`src/rtl/noc_pkg.sv`:
```
`default_nettype none
// ============================================================================
//  Module   : noc_pkg
//  Purpose  : Shared field widths, flit layout, request layout and the
//             injection-state encoding used by the NoC injection interface.
//  Contents : NODE_ID_W, PAYLOAD_W, FLIT_W
//             flit_t      - {payload, src, dest, valid}, 16 bits
//             inj_req_t   - buffered request {payload, dest}
//             inj_state_t - IDLE / WAIT / SEND
//             format_flit - builds an issued flit from a request
//  Revision : 1.0 - initial release
// ============================================================================
package noc_pkg;

    localparam int NODE_ID_W = 2;
    localparam int PAYLOAD_W = 11;
    localparam int FLIT_W    = 16;

    typedef struct packed {
        logic [PAYLOAD_W-1:0] payload;
        logic [NODE_ID_W-1:0] src;
        logic [NODE_ID_W-1:0] dest;
        logic                 valid;
    } flit_t;

    // Only payload and destination are buffered; source and valid are
    // constant per node and added when the flit is issued.
    typedef struct packed {
        logic [PAYLOAD_W-1:0] payload;
        logic [NODE_ID_W-1:0] dest;
    } inj_req_t;

    typedef enum logic [1:0] {
        IDLE = 2'd0,
        WAIT = 2'd1,
        SEND = 2'd2
    } inj_state_t;

    function automatic flit_t format_flit(input inj_req_t req,
                                          input logic [NODE_ID_W-1:0] src);
        flit_t f;
        f.payload = req.payload;
        f.src     = src;
        f.dest    = req.dest;
        f.valid   = 1'b1;
        return f;
    endfunction

endpackage
`default_nettype wire

```
`src/rtl/noc_inj_fifo.sv`:
```
`default_nettype none
// ============================================================================
//  Module   : noc_inj_fifo
//  Purpose  : Small synchronous FIFO holding injection requests.
//  Ports    : clk, reset (async, active-low)
//             push, wdata          - write side (caller guarantees not full)
//             pop, rdata           - read side, rdata is the current head
//             count                - occupancy, 0..DEPTH
//  Revision : 1.0 - initial release
// ============================================================================
module noc_inj_fifo #(
    parameter int DEPTH  = 4,
    parameter int DATA_W = 13
) (
    input  logic                       clk,
    input  logic                       reset,
    input  logic                       push,
    input  logic [DATA_W-1:0]          wdata,
    input  logic                       pop,
    output logic [DATA_W-1:0]          rdata,
    output logic [$clog2(DEPTH):0]     count
);

    localparam int PTR_W = $clog2(DEPTH);

    logic [DATA_W-1:0]  r_mem [DEPTH];
    logic [PTR_W-1:0]   r_wr_ptr;
    logic [PTR_W-1:0]   r_rd_ptr;
    logic [PTR_W:0]     r_count;

    // Storage needs no reset; occupancy alone decides what is valid.
    always_ff @(posedge clk) begin
        if (push) begin
            r_mem[r_wr_ptr] <= wdata;
        end
    end

    // DEPTH is a power of two, so pointers wrap by plain overflow.
    always_ff @(posedge clk or negedge reset) begin
        if (!reset) begin
            r_wr_ptr <= '0;
            r_rd_ptr <= '0;
            r_count  <= '0;
        end else begin
            if (push) r_wr_ptr <= r_wr_ptr + 1'b1;
            if (pop)  r_rd_ptr <= r_rd_ptr + 1'b1;
            case ({push, pop})
                2'b10:   r_count <= r_count + 1'b1;
                2'b01:   r_count <= r_count - 1'b1;
                default: r_count <= r_count;
            endcase
        end
    end

    assign rdata = r_mem[r_rd_ptr];
    assign count = r_count;

endmodule
`default_nettype wire

```
`src/rtl/noc_inject_if.sv`:
```
`default_nettype none
// ============================================================================
//  Module   : noc_inject_if
//  Purpose  : NoC injection interface. Buffers producer requests and issues
//             them as 16-bit flits only in this node's TDM slot and only when
//             the NoC buffer has credit.
//  Ports    : clk, reset (async, active-low)
//             req_valid/req_ready/req_dest/req_payload - producer handshake
//             enable      - TDM slot grant
//             full, almost_full - NoC buffer status
//             write, dataOut    - registered flit output
//             fifo_level        - buffered request count
//             sent_cnt, stall_cnt - only with NOC_INJ_STATS_EN defined
//  Options  : NOC_INJ_STATS_EN adds saturating issue/stall counters.
//  Revision : 1.0 - initial release
// ============================================================================
module noc_inject_if
    import noc_pkg::*;
#(
    parameter logic [NODE_ID_W-1:0] NODE_ID = '0,
    parameter int                   DEPTH   = 4,
    parameter int                   WIDTH   = 16
) (
    input  logic                       clk,
    input  logic                       reset,
    input  logic                       req_valid,
    output logic                       req_ready,
    input  logic [NODE_ID_W-1:0]       req_dest,
    input  logic [PAYLOAD_W-1:0]       req_payload,
    input  logic                       enable,
    input  logic                       full,
    input  logic                       almost_full,
    output logic                       write,
    output logic [WIDTH-1:0]           dataOut,
    output logic [$clog2(DEPTH):0]     fifo_level
`ifdef NOC_INJ_STATS_EN
    ,
    output logic [15:0]                sent_cnt,
    output logic [15:0]                stall_cnt
`endif
);

    localparam int                CNT_W      = $clog2(DEPTH) + 1;
    localparam logic [CNT_W-1:0]  c_full_lvl = CNT_W'(DEPTH);
    localparam logic [CNT_W-1:0]  c_one      = CNT_W'(1);

    if (WIDTH != FLIT_W) begin : g_bad_width
        $error("noc_inject_if: WIDTH must be 16");
    end
    if (DEPTH < 2 || (DEPTH & (DEPTH - 1)) != 0) begin : g_bad_depth
        $error("noc_inject_if: DEPTH must be a power of 2 and >= 2");
    end

    logic [CNT_W-1:0]  w_count;
    inj_req_t          w_head;
    inj_req_t          w_req;
    logic              w_push;
    logic              w_pop;
    logic              w_pending;
    logic              w_credit_ok;
    logic              w_empty_next;

    logic              r_write;
    flit_t             r_data;
    inj_state_t        r_state;

    assign w_req.payload = req_payload;
    assign w_req.dest    = req_dest;

    // A full FIFO refuses pushes even when a pop happens in the same cycle.
    assign req_ready = (w_count != c_full_lvl);
    assign w_push    = req_valid && req_ready;
    assign w_pending = (w_count != '0);

    // `full` lags our own `write` by one cycle; right after issuing, the slot
    // just consumed is not yet reflected, so demand the stricter almost_full.
    assign w_credit_ok = r_write ? !almost_full : !full;
    assign w_pop       = enable && w_pending && w_credit_ok;

    assign w_empty_next = (w_count == '0 && !w_push) ||
                          (w_count == c_one && w_pop && !w_push);

    noc_inj_fifo #(
        .DEPTH  (DEPTH),
        .DATA_W ($bits(inj_req_t))
    ) u_fifo (
        .clk   (clk),
        .reset (reset),
        .push  (w_push),
        .wdata (w_req),
        .pop   (w_pop),
        .rdata (w_head),
        .count (w_count)
    );

    always_ff @(posedge clk or negedge reset) begin
        if (!reset) begin
            r_write <= 1'b0;
            r_data  <= '0;
        end else begin
            r_write <= w_pop;
            if (w_pop) begin
                r_data <= format_flit(w_head, NODE_ID);
            end
        end
    end

    // Observability-only state; outputs never depend on it.
    always_ff @(posedge clk or negedge reset) begin
        if (!reset) begin
            r_state <= IDLE;
        end else begin
            case (r_state)
                IDLE:       r_state <= w_push ? WAIT : IDLE;
                WAIT, SEND: r_state <= w_pop ? SEND :
                                       (w_empty_next ? IDLE : WAIT);
                default:    r_state <= IDLE;
            endcase
        end
    end

`ifdef NOC_INJ_STATS_EN
    logic [15:0] r_sent_cnt;
    logic [15:0] r_stall_cnt;

    always_ff @(posedge clk or negedge reset) begin
        if (!reset) begin
            r_sent_cnt  <= '0;
            r_stall_cnt <= '0;
        end else begin
            if (w_pop && r_sent_cnt != 16'hFFFF) begin
                r_sent_cnt <= r_sent_cnt + 16'd1;
            end
            if (enable && w_pending && !w_credit_ok && r_stall_cnt != 16'hFFFF) begin
                r_stall_cnt <= r_stall_cnt + 16'd1;
            end
        end
    end

    assign sent_cnt  = r_sent_cnt;
    assign stall_cnt = r_stall_cnt;
`endif

    assign write      = r_write;
    assign dataOut    = r_data;
    assign fifo_level = w_count;

endmodule
`default_nettype wire
```
`config.mk`:
```
export PLATFORM = sky130hd
export DESIGN_NAME = noc_inject_if
export DESIGN_NICKNAME = d
export VERILOG_FILES = /design/src/rtl/noc_pkg.sv /design/src/rtl/noc_inj_fifo.sv /design/src/rtl/noc_inject_if.sv
export SDC_FILE = /design/constraint.sdc
export NUM_CORES = 1
export LEC_CHECK = 0
export CORE_ASPECT_RATIO = 1.2
export CORE_MARGIN = 2
export CORE_UTILIZATION = 60
export CTS_BUF_LIST = sky130_fd_sc_hd__clkbuf_2
export DETAILED_ROUTE_END_ITERATION = 7
export PLACE_DENSITY_LB_ADDON = 0.2
export SETUP_SLACK_MARGIN = 0.2
export SLEW_MARGIN = 0
export SYNTH_ARGS = -nofsm -noshare
export SYNTH_HDL_FRONTEND = slang
export SYNTH_SLANG_ARGS = --single-unit
```
`constraint.sdc`:
```
create_clock -name clk -period 3.1 [get_ports clk]
set_input_delay 0.62 -clock clk [delete_from_list [all_inputs] [get_ports clk]]
set_output_delay 0.62 -clock clk [all_outputs]
set_load 0.05 [all_outputs]
```
Yosys cells after proc, flatten, opt, wreduce, memory -nomap -nowiden
Memory sizes are Yosys's and may differ from the RTL's. A register that Yosys moved wholly into a read port is not among the register bits.
Index checks and enable logic that the tools add are counted.
Operators by class
  add/subtract/negate cells: 4
  reduce and logical (&&, ||, !) cells: 8
  eq/ne operators: 3
  mux-type cells: 4
Operators by type and width (number)
  3-bit case mux with 2 select lines: 1
  2-bit by 1-bit adder with 2-bit output, second input constant: 2
  3-bit by 1-bit adder with 3-bit output, second input constant: 1
  1-bit logical AND: 3
  1-bit logical NOT: 3
  1-bit two-way mux: 3
  3-bit inequality test, second input constant: 1
  3-bit nonzero test: 1
  3-bit by 1-bit subtractor with 3-bit output, second input constant: 1
  2-bit by 1-bit equality test with 1-bit output, second input constant: 1
  2-bit equality test, second input constant: 1
  2-bit nonzero test: 1
Storage, ports and cells
  bits of input ports: 19
  memories: 1
  output and inout port bits: 21
  bits in registers: 9
  bits in writable memories: 52
Memories
  u_fifo.r_mem: depth 4, width 13, rd ports 1, clocked after Yosys merged registers in 1, wr ports 1, line noc_inj_fifo.sv:26  | logic [DATA_W-1:0] r_mem [DEPTH];

Logic depth before layout (Yosys ltp)
Gate-level depths: netlist (run 1).
  word-level depth: 5
  depth in mapped cells: 10
  mapped depth without buffers: 9

Hierarchy
From an unflattened synthesis (run 1), not the netlist that was laid out.
Unflattened totals
  cell total of the unflattened synthesis: 140
  area, all modules: 2935.3 µm²
Modules (own cells, without submodules)
  noc_inj_fifo: instances 1, area each 2293.4 µm², cells an instance 102
  noc_inject_if: instances 1, area each 641.9 µm², cells an instance 38

Worst setup path before layout (run 1)
OpenSTA, ideal clock, no wires.
  path type: reg-to-reg
  start point: register u_fifo.r_count[2] (netlist: u_fifo.count[2])
  end point: register u_fifo.r_count[2] (netlist: u_fifo.count[2])
  data required time: 3.018 ns
  slack: 0.414 ns
  stages on the path, launching flop included: 10
  clock period less this slack: 2.686 ns
  arrival: 2.604 ns
  path through: dfrtp_1 -> or3b_1 -> and2_1 -> inv_1 -> ha_1 -> inv_1 -> fa_1 -> xor2_1 -> nor2_1 -> xor2_1
RTL lines
  start, declared: line noc_inj_fifo.sv:29  | logic [PTR_W:0] r_count;
  start signal, assigned: line noc_inj_fifo.sv:48  | 2'b10: r_count <= r_count + 1'b1;
  start signal, assigned: line noc_inj_fifo.sv:49  | 2'b01: r_count <= r_count - 1'b1;
  start signal, assigned: line noc_inj_fifo.sv:50  | default: r_count <= r_count;
  3-bit inequality test (*): line noc_inject_if.sv:71  | assign req_ready = (w_count != c_full_lvl);
  named net req_ready: line noc_inject_if.sv:27  | output logic req_ready,
  1-bit logical AND (*): line noc_inject_if.sv:72  | assign w_push = req_valid && req_ready;
  2-bit by 1-bit equality test with 1-bit output / 2-bit equality test (equally long branches): line noc_inj_fifo.sv:47  | case ({push, pop})
  3-bit case mux with 2 select lines / 2-bit nonzero test (equally long branches)
Mark *: on every way through the listed nets, which the timed path passes. The rest lies on a longest branch.
A chain may end at the register's enable or synchronous reset.

Worst setup path in the final report (run 1)
  start point: register u_fifo.r_count[0] (netlist: u_fifo.count[0])
  end point: output req_ready
On the way
  word-level cells in the longest chain between the ends: 1
Ends and longest elaborated chain (line)
  3-bit inequality test: noc_inject_if.sv:71
  end, declared: noc_inject_if.sv:27
Every way passes these cells.

==> qor.txt, run 1 <==
Unrepaired setup endpoints after global routing: false
Starting Density: 0.626
CP max FO: 6
Final nets: 211
Routed WL per cell: 18.4 um
Period utilization: 0.891
Post-synthesis register bit count: 74
Mean Syn Cell Area: 20.6 um2
CTS Hold Bufs: 0
Remaining DRCs: 0
CP Launch Type: flip-flop
Fill cells: 271
Dominant cell by count in the synthesized netlist: edfxtp_1
Crit-path slowest cell: clkdlybuf4s50_1
# diodes: 0
Post-synthesis sequential area ratio: 0.729
Vias in the first global route: 1436
CTS tree: done
Outcome: finished clean
Clk sinks: 74
IO Pins: 40
Via/cell ratio: 5.47
Fraction of registers with async set/reset: 0.297
Post-layout min period: 2760 ps
Die W: 67.4 um
Crit path cell chain: or3b_1, clkdlybuf4s50_1
Clk buf depth: 2
Endpoints failing setup: 0
Maxcap violations: 0
Final Hold Vio Count: 0
Final ANT Viol Nets: 0
Largest net degree at the start of global routing: 23
Dpl hpwl: 2.95 mm
CP Data Required Time: 2480 ps
Share of cells above drive strength 1: 0.246
GRT overflow: 0
Synth top area cells: edfxtp_1 54%, dfrtp_1 19%, mux4_2 10%
Area grow syn2layout: 18.6%
Die height: 80.1 um
Worst-path clk slew: 190 ps
Post_cts resized: 0
Cell area after synthesis: 0.00290 mm2
Leak pwr: 1.28 nW
Setup Buffers After CTS: 0
Yosys warns: 0
Biggest area consumer among synthesized cells: edfxtp_1
CTS Buf Count: 9
Number of DRC markers in iteration 0: 64
VDD IR max: 0.000694 V
Initial DRT Pass Iterations: 4
Top FF cell, synth: edfxtp_1
H-tree depth: 3
Relative slew slack: 0.492
Final Util: 0.743
Power Total: 3.48 mW
Via count: 1361
Row cnt: 27
CP Class: flip-flop to primary output
Critical Path AT: 2140 ps
Synth Instances: 141
Commonest cells post-synth: 52 x edfxtp_1, 22 x dfrtp_1, 13 x mux4_2
Port Buffers: 37
Initial antenna violation count: 0
Gpl congestion: 0.673
Max frequency: 362 MHz
Worst-Margin Slew: 763 ps
Hold Path Class: input pin to asynchronous set/reset pin
Final WL: 4.59 mm
Max Slew Vio Count: 0
Root buffer cell: clkbuf_2
GRT Resource Usage Total: 0.202
Post-synth EDFFs: 52
Worst-Skew Late Latency: 490 ps
Max incr delay on CP: 730 ps
Core Region: 0.00463 mm2
Clock Skews: 18.2 ps
First-pass GRT wire length: 7.27 mm
Share of the synthesized area in the top cell type: 0.539
Distinct cells, synth: 26
Setup TNS: 0 ps
CP Capture Type: primary output
Pwr dens: 1010 mW/mm2
Die area: 0.00540 mm2
-- worst max-delay path: cells and delay by family (launching register included) --
kind          cells  cell delay (ps)
simple gates      1              460
flops             1              470
buf+inv           1              730
-- through the flow --
| step | hold WS (ps) | instance area (um2) | setup WS, ps | cells |
|---|---|---|---|---|
| after global routing | 411 | 3440 | 217 | 249 |
| after floorplan | 324 | 2900 | 414 | 142 |
| final | 454 | 3440 | 339 | 249 |
| after detailed placement | 458 | 3310 | 527 | 233 |
| after CTS | 452 | 3440 | 329 | 249 |
| after global placement | 452 | 3310 | 656 | 233 |
-- power by group --
group,switching [mW],internal (mW)
Sequential,0.186,1.35
Clock,0.301,0.280
Combinational,0.755,0.606
Total,1.24,2.24
-- state kept, by name, indices dropped and copies added (netlist names) --
register         count
dataOut             14
u_fifo.r_mem        52
u_fifo.r_rd_ptr      2
u_fifo.r_wr_ptr      2
u_fifo.count         3
write                1
-- per-layer routing --
layer	vias to the layer above	track usage	wire length, um
met1	694	0.234	1760
li1	623	-	-
met5	-	0	0
met4	0	0.0878	63
met3	7	0.0770	221
met2	37	0.332	2540
-- final timing paths --
path,startpoint,end,slack [ps],cells past startpoint
setup / recovery,u_fifo.count[0],req_ready,340,2
min in group clk,dataOut[0],dataOut[0],490,1
hold reg to reg,dataOut[0],dataOut[0],490,1
max in group asynchronous,reset,dataOut[5],2390,2
setup reg to reg,u_fifo.count[0],u_fifo.count[2],750,9
hold / removal,reset,dataOut[6],450,2
-- placed cells by master, fill, tap and decap left out, drive strengths merged --
cell	Yosys	routed
dfrtp	22	22
o21ai	1	1
mux4	13	13
or3b	1	1
and3	5	5
or2	1	1
buf	6	3
or3	1	1
mux2i	1	1
fa	1	1
edfxtp	52	52
clkbuf	1	13
xnor2	3	3
ha	5	5
xor2	3	3
conb	1	2
inv	6	6
nand4	1	1
mux2	14	14
nand2	1	1
clkdlybuf4s50	0	37
clkinv	0	1
nor2	1	1
and2	1	1
bufinv	0	2
-- area by class of cell --
cell class | count | area, um2 | share of cell area
repair buffers | 40 | 393 | 0.114
well taps | 58 | 72.6 | 0.0211
inverters | 6 | 22.5 | 0.00655
clock buffers | 13 | 65.1 | 0.0189
clock inverters | 3 | 65.1 | 0.0189
flip-flops and latches | 74 | 2110 | 0.614
multi-input cells | 55 | 707 | 0.206
-- logic make-up (layout without fill, tap and decap cells) --
| logic type | after synthesis | count (layout) | share of synthesized area |
|---|---|---|---|
| compound gates | 1 | 1 | 0.00173 |
| fa+ha+maj | 6 | 6 | 0.0285 |
| xor+xnor | 6 | 6 | 0.0181 |
| flops | 74 | 74 | 0.729 |
| mux | 28 | 28 | 0.168 |
| buf+inv | 13 | 62 | 0.0285 |
| simple gates | 12 | 12 | 0.0250 |
| other cells | 1 | 2 | 0.00129 |
No activity file was read; power rests on OpenSTA's default activity.
==> run 2, diff against run 1 <==
Settings changed: CTS_CLUSTER_SIZE from default to 12.
==> results of run 2 <==
No change in the layout: final DEF, timing and power equal those of run 1.
